[src/rtl/bcd_pkg.sv]
// Shared types and constants for the binary-to-BCD converter.
package bcd_pkg;

    typedef enum logic [1:0] {
        IDLE  = 2'd0,
        SHIFT = 2'd1,
        DONE  = 2'd2
    } bcd_state_e;

    localparam int BCD_DIGIT_W   = 4;
    localparam int BCD_MAX_VAL   = 999;
    localparam int BCD_MAX_WIDTH = 10;

endpackage

[src/rtl/bcd_dabble_step.sv]
// Double-dabble correction for one BCD nibble: values of 5 and above get +3.
module bcd_dabble_step
    import bcd_pkg::*;
(
    input  logic [BCD_DIGIT_W-1:0] nib,
    output logic [BCD_DIGIT_W-1:0] adj
);

    // add-3 correction ahead of the left shift
    always_comb begin
        adj = nib;
        if (nib >= 4'd5) begin
            adj = nib + 4'd3;
        end else begin
            adj = nib;
        end
    end

endmodule

[src/rtl/bcd_converter.sv]
// Iterative (one bit per clock) binary-to-BCD converter with registered digit outputs.
// Optional macro BCD_SATURATE_EN: inputs above 999 saturate to 9/9/9 and raise ovf.
module bcd_converter
    import bcd_pkg::*;
#(
    parameter int WIDTH = 10
) (
    input  logic                   clk,
    input  logic                   rst,
    input  logic [WIDTH-1:0]       bin,
    input  logic                   start,
    output logic [BCD_DIGIT_W-1:0] ones,
    output logic [BCD_DIGIT_W-1:0] tens,
    output logic [BCD_DIGIT_W-1:0] hundreds,
    output logic                   busy,
    output logic                   done,
    output logic                   ovf
);

    localparam int ACC_W = 4 * BCD_DIGIT_W;   // thousands, hundreds, tens, ones
    localparam int OUT_W = 3 * BCD_DIGIT_W;
    localparam int CAT_W = ACC_W + WIDTH;

    bcd_state_e             state_r;
    bcd_state_e             next_state_s;
    logic [WIDTH-1:0]       shift_r;
    logic [ACC_W-1:0]       acc_r;
    logic [3:0]             cnt_r;
    logic [ACC_W-1:0]       adj_s;
    logic [CAT_W-1:0]       cat_s;
    logic                   last_shift_s;
    logic [OUT_W-1:0]       res_digits_s;
    logic                   res_ovf_s;
    logic [BCD_DIGIT_W-1:0] ones_r;
    logic [BCD_DIGIT_W-1:0] tens_r;
    logic [BCD_DIGIT_W-1:0] hundreds_r;
    logic                   busy_r;
    logic                   done_r;
    logic                   ovf_r;

    for (genvar g = 0; g < 4; g++) begin : g_step
        bcd_dabble_step u_step (
            .nib (acc_r[g*BCD_DIGIT_W +: BCD_DIGIT_W]),
            .adj (adj_s[g*BCD_DIGIT_W +: BCD_DIGIT_W])
        );
    end

    // corrected accumulator and binary shifted left together as one word
    always_comb begin
        cat_s        = {adj_s, shift_r} << 1'b1;
        last_shift_s = (cnt_r == 4'(WIDTH - 1));
    end

`ifdef BCD_SATURATE_EN
    logic sat_r;

    // remember at acceptance whether the request is out of display range
    always_ff @(posedge clk) begin
        if (rst) begin
            sat_r <= 1'b0;
        end else if ((state_r == IDLE) && start) begin
            sat_r <= (32'(bin) > 32'(BCD_MAX_VAL));
        end else begin
            sat_r <= sat_r;
        end
    end

    // final digits: saturated or the freshly shifted accumulator
    always_comb begin
        res_digits_s = cat_s[WIDTH +: OUT_W];
        res_ovf_s    = 1'b0;
        if (sat_r) begin
            res_digits_s = {4'd9, 4'd9, 4'd9};
            res_ovf_s    = 1'b1;
        end else begin
            res_digits_s = cat_s[WIDTH +: OUT_W];
            res_ovf_s    = 1'b0;
        end
    end
`else
    // final digits: thousands nibble is simply dropped
    always_comb begin
        res_digits_s = cat_s[WIDTH +: OUT_W];
        res_ovf_s    = 1'b0;
    end
`endif

    // FSM state register
    always_ff @(posedge clk) begin
        if (rst) begin
            state_r <= IDLE;
        end else begin
            state_r <= next_state_s;
        end
    end

    // FSM next-state logic
    always_comb begin
        next_state_s = state_r;
        case (state_r)
            IDLE: begin
                if (start) begin
                    next_state_s = SHIFT;
                end else begin
                    next_state_s = IDLE;
                end
            end
            SHIFT: begin
                if (last_shift_s) begin
                    next_state_s = DONE;
                end else begin
                    next_state_s = SHIFT;
                end
            end
            DONE:    next_state_s = IDLE;
            default: next_state_s = IDLE;
        endcase
    end

    // conversion datapath: load on acceptance, one dabble step per SHIFT cycle
    always_ff @(posedge clk) begin
        if (rst) begin
            shift_r <= '0;
            acc_r   <= '0;
            cnt_r   <= 4'd0;
        end else begin
            case (state_r)
                IDLE: begin
                    if (start) begin
                        shift_r <= bin;
                        acc_r   <= '0;
                        cnt_r   <= 4'd0;
                    end
                end
                SHIFT: begin
                    shift_r <= cat_s[WIDTH-1:0];
                    acc_r   <= cat_s[CAT_W-1:WIDTH];
                    cnt_r   <= cnt_r + 4'd1;
                end
                default: begin
                    shift_r <= shift_r;
                end
            endcase
        end
    end

    // registered outputs; digits and ovf move only on the final shift edge
    always_ff @(posedge clk) begin
        if (rst) begin
            ones_r     <= 4'd0;
            tens_r     <= 4'd0;
            hundreds_r <= 4'd0;
            ovf_r      <= 1'b0;
            busy_r     <= 1'b0;
            done_r     <= 1'b0;
        end else begin
            busy_r <= (next_state_s != IDLE);
            done_r <= (next_state_s == DONE);
            if ((state_r == SHIFT) && last_shift_s) begin
                hundreds_r <= res_digits_s[2*BCD_DIGIT_W +: BCD_DIGIT_W];
                tens_r     <= res_digits_s[BCD_DIGIT_W +: BCD_DIGIT_W];
                ones_r     <= res_digits_s[0 +: BCD_DIGIT_W];
                ovf_r      <= res_ovf_s;
            end
        end
    end

    assign ones     = ones_r;
    assign tens     = tens_r;
    assign hundreds = hundreds_r;
    assign busy     = busy_r;
    assign done     = done_r;
    assign ovf      = ovf_r;

endmodule

[config.mk]
export PLATFORM = sky130hd
export DESIGN_NAME = bcd_converter
export DESIGN_NICKNAME = d
export VERILOG_FILES = /design/src/rtl/bcd_pkg.sv /design/src/rtl/bcd_dabble_step.sv /design/src/rtl/bcd_converter.sv
export SDC_FILE = /design/constraint.sdc
export NUM_CORES = 1
export LEC_CHECK = 0
export BUFFER_PORTS_ARGS = -buffer_cell sky130_fd_sc_hd__buf_4
export CAP_MARGIN = 20
export CORE_ASPECT_RATIO = 0.8
export CORE_UTILIZATION = 40
export CTS_CLUSTER_DIAMETER = 50
export DETAILED_ROUTE_END_ITERATION = 7
export GPL_TIMING_DRIVEN = 0
export PLACE_DENSITY_LB_ADDON = 0.12
export SYNTH_ARGS = -nofsm -noshare
export SYNTH_HDL_FRONTEND = slang
export SYNTH_SLANG_ARGS = --single-unit
[constraint.sdc]
create_clock -name clk -period 4.1 [get_ports clk]
set_input_delay 0.205 -clock clk [delete_from_list [all_inputs] [get_ports clk]]
set_output_delay 0.205 -clock clk [all_outputs]
set_load 0.005 [all_outputs]
==> results of run 1 <==
[cell usage after synthesis]
| master | number |
|---|---|
| a22oi_1 | 1 |
| xnor2_1 | 3 |
| nor2b_1 | 1 |
| conb_1 | 1 |
| buf_2 | 5 |
| ha_1 | 8 |
| buf_4 | 3 |
| nand3b_1 | 4 |
| nor2_2 | 2 |
| o21ai_0 | 8 |
| or3_1 | 1 |
| nand2b_1 | 11 |
| nor3b_1 | 5 |
| nand2_1 | 19 |
| nand3_1 | 4 |
| mux2i_1 | 1 |
| clkbuf_1 | 6 |
| o32ai_1 | 5 |
| dfxtp_1 | 42 |
| o22ai_1 | 6 |
| o21ai_1 | 1 |
| and2_1 | 1 |
| nor2_1 | 25 |
| nand4b_1 | 1 |
| inv_1 | 9 |
| a211oi_1 | 6 |
| mux2_2 | 3 |
| nor3_1 | 3 |
| or2_1 | 1 |
| a311oi_1 | 10 |
| nor4bb_1 | 1 |
| a21oi_1 | 14 |
[cells by family after synthesis]
logic type	Yosys count	share of synthesized area
simple gates	79	0.213
flops	42	0.455
xor+xnor	3	0.0142
compound gates	51	0.182
fa+ha+maj	8	0.0542
other cells	1	0.00203
mux	4	0.0237
buf+inv	23	0.0562
[flip-flops by register name (all words and copies together) (netlist names)]
signal    count
busy          1
acc_r        12
ones          4
hundreds      4
cnt_r         4
done          1
tens          4
state_r       2
shift_r      10
[area by class of cell]
| cell class | instances | share of cell area |
|---|---|---|
| timing repair buffer | 26 | 0.0877 |
| multi-input combinational | 146 | 0.406 |
| inverter | 9 | 0.0152 |
| tap | 57 | 0.0321 |
| buffer | 14 | 0.0315 |
| sequential | 42 | 0.378 |
| clock buffer | 6 | 0.0326 |
| clock inverter | 2 | 0.0169 |
[worst max-delay path, cell delays in order (launching register included)]
cell and delay, ns:
dfxtp_1 0.42, ha_1 0.18, nand4b_1 0.18, nor2_2 0.40
buf_2 0.33, a211oi_1 0.10
[routing by layer]
metal	routed length, um	part of all wire	up-vias	track usage
met1	2270	0.53	710	0.276
met2	1820	0.43	15	0.275
met4	56	0.013	0	0.0556
met5	0	0	-	0
li1	-	-	800	-
met3	107	0.025	7	0.0438
[power breakdown]
part / internal [mW] / total, mW / switching (mW)
clock network: 0.182 / 0.329 / 0.147
registers: 0.419 / 0.428 / 0.00838
logic: 0.0276 / 0.0647 / 0.0372
total: 0.629 / 0.821 / 0.192
[worst max path at each step]
stage | cells after the start | endpoint | slack, ns | start
global placement | 5 | tens[3] | 2.39 | cnt_r[0]
finish | 5 | tens[0] | 2.34 | cnt_r[0]
detailed placement | 5 | hundreds[3] | 2.35 | cnt_r[0]
floorplan | 6 | tens[2] | 2.63 | acc_r[4]
global route | 5 | tens[3] | 2.25 | cnt_r[0]
CTS | 5 | ones[3] | 2.33 | cnt_r[0]
[stage by stage]
stage               hold slack, ns   util  worst slack (ns)  power (mW)
floorplan                    0.367      -              2.63       0.476
global placement             0.467  0.491              2.39       0.502
detailed placement           0.475  0.491              2.35       0.502
CTS                          0.170  0.516              2.33       0.826
global route                 0.184  0.516              2.25       0.858
finish                       0.179  0.516              2.34       0.821
==> impl_metrics.tcl, run 1 <==
set metrics [dict create \
    status "finished, final reports clean" \
    dp_cells 294 \
    cts_resized 0 \
    crit_type "flip-flop to flip-flop" \
    cts_root_buf "clkbuf_8" \
    die_area_sq_um 4900 \
    synth_area_leaders "dfxtp_1 45%, ha_1 5.4%, nor2_1 5.1%" \
    wirelength_mm 4.25 \
    final_cell_mix "42 x dfxtp_1, 29 x buf_4, 25 x nor2_1" \
    h-tree-depth 2 \
    drtAntennaViolNets 0 \
    n_fill_cell 447 \
    cap_violations 0 \
    clk_pin_slew_ns 0.08 \
    antenna_found_initial 0 \
    grt_max_degree 14 \
    synth.distinct_cells 32 \
    wl_per_cell_um 14.1 \
    pin_count 28 \
    required_ns 4.26 \
    clock_latency_ns 0.30 \
    synth_cells 211 \
    fin_crit_sh 0.429 \
    vdd_drop_max_mv 0.157 \
    design_area_sq_um 2220 \
    r2r_start "cnt_r[0]" \
    reg2reg_to "tens[0]" \
    p_per_area_nw_per_um2 369 \
    nets 265 \
    relSlewSlack 0.640 \
    vias 1532 \
    dieHeight_um 62.8 \
    diodes 0 \
    syn-num-nets 232 \
    setup-tns-final_ns 0 \
    rows 21 \
    ys_warn_count 0 \
    drive_above_1_share 0.188 \
    avgSynthCellArea_sq_um 8.76 \
    area_growth_pct 20.4 \
    hold_path_startpoint "bin[4]" \
    cts_sinks 42 \
    finalCriticalPeriod_ns 1.76 \
    setup_violations 0 \
    multi_input_area_sq_um 903 \
    placedInstanceArea_sq_um 2110 \
    dieWidth_um 78.0 \
    whs_path_depth 3 \
    final-hold-violation-count 0 \
    finClkSkew_ns 0.0124 \
    reg2reg_slack_ns 2.34 \
    grt_first_pass_wirelength_mm 7.17 \
    grt-ovfl-total 0 \
    rsz0062_at_grt "false" \
    hold_path.class "input port to flip-flop" \
    layoutNonFillerInstCount 302 \
    fmax_mhz 568 \
    syn_area_sq_um 1850 \
    numCtsBuffers 5 \
    crit_fanout 10 \
    grt_pass1_vias 1474 \
    synth_largest_area_cell "dfxtp_1" \
    cts_hold_buf 0 \
    firstDrtPassIters 4 \
    maxSlewViolCount 0 \
    yosysSeqAreaShare 0.455 \
    drt_iter0_drc 86 \
    start_util 0.429 \
    viasPerCell 5.07 \
    grt_util_all_layers 0.189 \
    worst_slew_pin_slew_ns 0.539 \
    post_cts_buffers 0 \
    reg2reg_depth 5 \
    regArea_sq_um 841 \
    power.leakage_nw 0.852 \
    tritoncts "built" \
    drcViolationCount 0 \
    core_area_sq_um 4310 \
    place_hpwl_mm 3.05 \
    gp_congestion 0.779 \
    whs_endpoint "shift_r[4]" \
    layout_commonest_cell "dfxtp_1" \
    clk_path_buf_depth 2 \
    arrival_ns 1.92 \
    end_kind "flip-flop" \
    synth_top_area_share 0.455 \
    portBuffers 26 \
    start_kind "flip-flop" \
    ys_ff_latch 42 \
]
(Power assumes the default switching activity.)
==> run 2: changes to the inputs <==
--- a/config.mk
+++ b/config.mk
@@ -5,6 +5,7 @@
 export SDC_FILE = /design/constraint.sdc
 export NUM_CORES = 1
 export LEC_CHECK = 0
+export ABC_AREA = 1
 export BUFFER_PORTS_ARGS = -buffer_cell sky130_fd_sc_hd__buf_4
 export CAP_MARGIN = 20
 export CORE_ASPECT_RATIO = 0.8
==> constraint.sdc (replaced) <==
create_clock -name clk -period 1.5 [get_ports clk]
set_input_delay 0.075 -clock clk [delete_from_list [all_inputs] [get_ports clk]]
set_output_delay 0.075 -clock clk [all_outputs]
set_load 0.005 [all_outputs]
==> impl_metrics.tcl, run 2 <==
set metrics [dict create \
    status "finished, final reports clean" \
    crit_path_cell_trace "inv_1 > ha_1 > nand2_1 > nor2_4 > nand2_8 > clkinv_4 > nand2_1 > inv_1 > nand2_1 > nand2_1" \
    synth_largest_area_cell "dfxtp_1" \
    synth_top_cells_by_count "77 x nand2_1, 42 x dfxtp_1, 37 x inv_1, 29 x a21oi_1, 29 x o21ai_0" \
    firstDrtPassIters 4 \
    nets 339 \
    startpoint "cnt_r[1]" \
    r2r_start "cnt_r[1]" \
    grt_max_degree 13 \
    end_kind "flip-flop" \
    reg2reg_depth 10 \
    fin_crit_sh 0.922 \
    dieHeight_um 66.0 \
    synth.distinct_cells 26 \
    ys_ff_latch 42 \
    largest_registers "acc_r (12), shift_r (10)" \
    portBuffers 25 \
    drtAntennaViolNets 0 \
    pin_count 28 \
    yosysSeqAreaShare 0.411 \
    numCtsBuffers 5 \
    dieWidth_um 82.0 \
    drt_iter0_drc 99 \
    layout_commonest_cell "nand2_1" \
    power.leakage_nw 1.12 \
    grt-ovfl-total 0 \
    h-tree-depth 2 \
    synthFlopType "dfxtp_1" \
    ys_async_sr_fraction 0 \
    grt_first_pass_wirelength_mm 7.47 \
    wirelength_mm 4.53 \
    regMostFlops "acc_r" \
    clk_path_buf_depth 2 \
    vdd_drop_max_mv 0.398 \
    cts_sinks 42 \
    p_per_area_nw_per_um2 896 \
    core_area_sq_um 4760 \
    post_cts_buffers 0 \
    ys_warn_count 0 \
    rows 22 \
    viasPerCell 4.80 \
    synth_cells 286 \
    vias 1820 \
    fmax_mhz 723 \
    crit_type "flip-flop to flip-flop" \
    final_cell_mix "75 x nand2_1, 39 x dfxtp_1, 37 x inv_1" \
    area_growth_pct 19.1 \
    crit_end "hundreds[3]" \
    setup-tns-final_ns 0 \
    setup_ws_ns 0.117 \
    wl_per_cell_um 11.9 \
    maxSlewViolCount 0 \
    final-hold-violation-count 0 \
    diodes 0 \
    synth_top_area_share 0.411 \
    critical_path.top_delay_family "simple AND/OR/NAND/NOR gates" \
    syn_area_sq_um 2050 \
    arrival_ns 1.58 \
    finClkSkew_ns 0.00745 \
    drcViolationCount 0 \
    drive_above_1_share 0.207 \
    cap_violations 0 \
    grt_util_all_layers 0.188 \
    syn-num-nets 307 \
    setup_violations 0 \
    crit_path_max_incr_delay_ns 0.35 \
    cts_resized 0 \
    place_hpwl_mm 3.31 \
    path_buf_inv 3 \
    synth_area_leaders "dfxtp_1 41%, nand2_1 14%, a21oi_1 7.1%" \
    antenna_found_initial 0 \
    cts_root_buf "clkbuf_8" \
    synth_edf_count 0 \
    required_ns 1.69 \
    start_util 0.430 \
    largest_register_ffs 12 \
    critPathSlowestCell "dfxtp_2" \
    utilization 0.512 \
    die_area_sq_um 5410 \
    gp_congestion 0.852 \
    grt_pass1_vias 1588 \
    finalCriticalPeriod_ns 1.38 \
    avgSynthCellArea_sq_um 7.16 \
    design_area_sq_um 2440 \
    placedInstanceArea_sq_um 2310 \
    tritoncts "built" \
    dp_slack_ns 0.0703 \
    start_kind "flip-flop" \
    hold_ws_ns 0.0765 \
    reg2reg_slack_ns 0.12 \
    cts_hold_buf 0 \
    reg2reg_to "hundreds[3]" \
    synth_most_common_cell "nand2_1" \
    clk_pin_slew_ns 0.07 \
    clock_latency_ns 0.30 \
    hold_path.class "input port to flip-flop" \
    cpMostUsedCell "nand2_1" \
    path_depth 10 \
    crit_fanout 8 \
]
## run 2: kinds of logic after synthesis
group           after synthesis  share of synthesized area
flops                        42                      0.411
other cells                   1                    0.00183
compound gates               60                      0.150
buf+inv                      51                      0.114
simple gates                124                      0.275
fa+ha+maj                     8                     0.0489
## run 2: area by class of cell
cell class              instances  area [sq um]
fillers                       475          2320
multi-input cells             193           988
flip-flops and latches         42           845
repair buffers                 25           188
inverters                      40           160
clock buffers                   8           110
well taps                      60          75.1
plain buffers                  11          72.6
## run 2: worst min path at each step
stage / startpoint / to / slack, ns / cells after the start
after detailed placement: start / state_r[0] / 0.38 / 3
after global placement: start / state_r[0] / 0.38 / 3
after floorplan: start / state_r[0] / 0.23 / 2
final: start / state_r[0] / 0.08 / 3
after global routing: start / state_r[0] / 0.07 / 3
after CTS: start / state_r[0] / 0.07 / 3
## run 2: worst reg2reg max path, cell delays in order (launching register included)
cell and delay, ns:
dfxtp_2 0.35, inv_1 0.05, ha_1 0.17, nand2_1 0.11, nor2_4 0.06, nand2_8 0.10
clkinv_4 0.08, nand2_1 0.19, inv_1 0.08, nand2_1 0.06, nand2_1 0.04
## run 2: power by group
part           switching, mW  total [mW]  internal, mW  leakage (nW)
logic                  0.113       0.181        0.0680         0.715
registers             0.0145        1.16          1.15         0.343
clock network          0.380       0.845         0.465        0.0575
total                  0.508        2.19          1.68          1.12
## run 2: metal layers
layer / wire [um] / up-vias / global-route usage
met3: 173 / 5 / 0.0455
met5: 0 / - / 0
met4: 38 / 0 / 0.0724
met1: 2400 / 815 / 0.272
met2: 1910 / 28 / 0.265
li1: - / 972 / -
## run 2: per-stage QoR
stage / std cells / power [mW]
after global placement: 371 / 1.37
after floorplan: 286 / 1.30
final: 379 / 2.19
after detailed placement: 371 / 1.37
after CTS: 379 / 2.22
after global routing: 379 / 2.30
==> run 3: changes to the inputs <==
--- a/config.mk
+++ b/config.mk
@@ -14,6 +14,7 @@
 export DETAILED_ROUTE_END_ITERATION = 7
 export GPL_TIMING_DRIVEN = 0
 export PLACE_DENSITY_LB_ADDON = 0.12
+export RECOVER_POWER = 25
 export SYNTH_ARGS = -nofsm -noshare
 export SYNTH_HDL_FRONTEND = slang
 export SYNTH_SLANG_ARGS = --single-unit
==> impl_metrics.tcl, run 3 (synthesized netlist as in run 2, its figures left out) <==
set metrics [dict create \
    status "finished, final reports clean" \
    wirelength_mm 4.52 \
    end_kind "flip-flop" \
    cts_root_buf "clkbuf_8" \
    post_cts_buffers 0 \
    drt_iter0_drc 116 \
    topRoutingLayerUsed "met4" \
    n_fill_cell 475 \
    power.leakage_nw 1.11 \
    cts_sinks 42 \
    rows 22 \
    dp_cells 371 \
    largest_registers "acc_r (12), shift_r (10)" \
    fmax_mhz 723 \
    start_util 0.430 \
    drive_above_1_share 0.207 \
    drcViolationCount 0 \
    maxSlewViolCount 0 \
    setup_ws_ns 0.117 \
    setup_violations 0 \
    reg2reg_slack_ns 0.12 \
    diodes 0 \
    area_growth_pct 19.1 \
    wl_per_cell_um 11.9 \
    h-tree-depth 2 \
    drtAntennaViolNets 0 \
    crit_fanout 8 \
    met3_wirelength_um 177 \
    reg2reg_depth 10 \
    crit_path_max_incr_delay_ns 0.35 \
    regMostFlops "acc_r" \
    numCtsBuffers 5 \
    core_area_sq_um 4760 \
    cts_resized 0 \
    tritoncts "built" \
    arrival_ns 1.58 \
    r2r_start "cnt_r[1]" \
    die_area_sq_um 5410 \
    wl_met1_mm 2.39 \
    gp_congestion 0.852 \
    layoutNonFillerInstCount 379 \
    dieWidth_um 82.0 \
    final_cell_mix "75 x nand2_1, 39 x dfxtp_1, 37 x inv_1" \
    place_hpwl_mm 3.31 \
    clk_pin_slew_ns 0.07 \
    antenna_found_initial 0 \
    whs_path_depth 3 \
    finalCriticalPeriod_ns 1.38 \
    vdd_drop_max_mv 0.398 \
    reg2reg_to "hundreds[3]" \
    layout_commonest_cell "nand2_1" \
    grt_util_all_layers 0.188 \
    pin_count 28 \
    grt_pass1_vias 1588 \
    crit_path_cell_trace "inv_1 > ha_1 > nand2_1 > nor2_4 > nand2_8 > clkinv_4 > nand2_1 > inv_1 > nand2_1 > nand2_1" \
    required_ns 1.69 \
    largest_register_ffs 12 \
    crit_type "flip-flop to flip-flop" \
    grt-ovfl-total 0 \
    p_per_area_nw_per_um2 896 \
    dieHeight_um 66.0 \
    final-hold-violation-count 0 \
    nets 339 \
    met2_length_mm 1.91 \
    dp_slack_ns 0.0703 \
    hold_path_startpoint "start" \
    cts_hold_buf 0 \
    grt_max_degree 13 \
    grt_first_pass_wirelength_mm 7.47 \
    whs_endpoint "state_r[0]" \
    firstDrtPassIters 4 \
    critPathSlowestCell "dfxtp_2" \
    clock_latency_ns 0.29 \
    finClkSkew_ns 0.00736 \
    clk_path_buf_depth 2 \
    vias 1821 \
    cpMostUsedCell "nand2_1" \
    viasPerCell 4.80 \
    hold_path.class "input port to flip-flop" \
    cap_violations 0 \
    fin_crit_sh 0.922 \
    portBuffers 25 \
    start_kind "flip-flop" \
]
## run 3: cell types whose count changed in the layout (fill, tap and decap cells not counted), sizes merged
cell	delta
clkbuf	+13
buf	-13
## run 3: worst max path at each step
stage / slack [ns] / end / from / cells after the start
final: 0.12 / hundreds[3] / cnt_r[1] / 10
after global routing: -0.0009 / tens[1] / acc_r[4] / 8
after CTS: 0.05 / hundreds[3] / cnt_r[1] / 10
after detailed placement: 0.07 / hundreds[3] / cnt_r[1] / 10
after global placement: 0.1 / acc_r[1] / acc_r[0] / 9
after floorplan: 0.22 / hundreds[0] / cnt_r[1] / 11
## run 3: per-layer routing
layer | global-route usage | vias up
li1 | - | 973
met1 | 0.272 | 815
met2 | 0.265 | 28
met3 | 0.0455 | 5
met4 | 0.0724 | 0
met5 | 0 | -
## run 3: layout make-up
type / instances / area (sq um) / area share
multi-input cells: 193 / 988 / 0.405
repair buffers: 25 / 188 / 0.0770
well taps: 60 / 75.1 / 0.0308
flip-flops and latches: 42 / 845 / 0.346
plain buffers: 11 / 72.6 / 0.0298
clock buffers: 8 / 110 / 0.0452
inverters: 40 / 160 / 0.0657
## run 3: where the power goes
| part | total (mW) | leakage (nW) | internal, mW | switching [mW] |
|---|---|---|---|---|
| clock | 0.844 | 0.0575 | 0.465 | 0.380 |
| sequential | 1.16 | 0.343 | 1.15 | 0.0145 |
| combinational | 0.181 | 0.708 | 0.0679 | 0.113 |
| total | 2.19 | 1.11 | 1.68 | 0.507 |
## run 3: metrics by stage
| step | power, mW | hold slack [ns] | area, sq um | TNS [ns] | utilization |
|---|---|---|---|---|---|
| global route | 2.30 | 0.0701 | 2440 | -0.000861 | 0.512 |
| finish | 2.19 | 0.0765 | 2440 | 0 | 0.512 |
| global placement | 1.37 | 0.380 | 2310 | 0 | 0.485 |
| detailed placement | 1.37 | 0.383 | 2310 | 0 | 0.485 |
| CTS | 2.22 | 0.0659 | 2420 | 0 | 0.508 |
| floorplan | 1.30 | 0.227 | 2050 | 0 | - |
## run 3: worst max-delay path: cells and delay by family (launching register included)
| kind | cells | cell delay (ns) |
|---|---|---|
| adder cells (fa/ha/maj) | 1 | 0.17 |
| buffers and inverters | 3 | 0.21 |
| flip-flops | 1 | 0.35 |
| AND/OR/NAND/NOR | 6 | 0.54 |
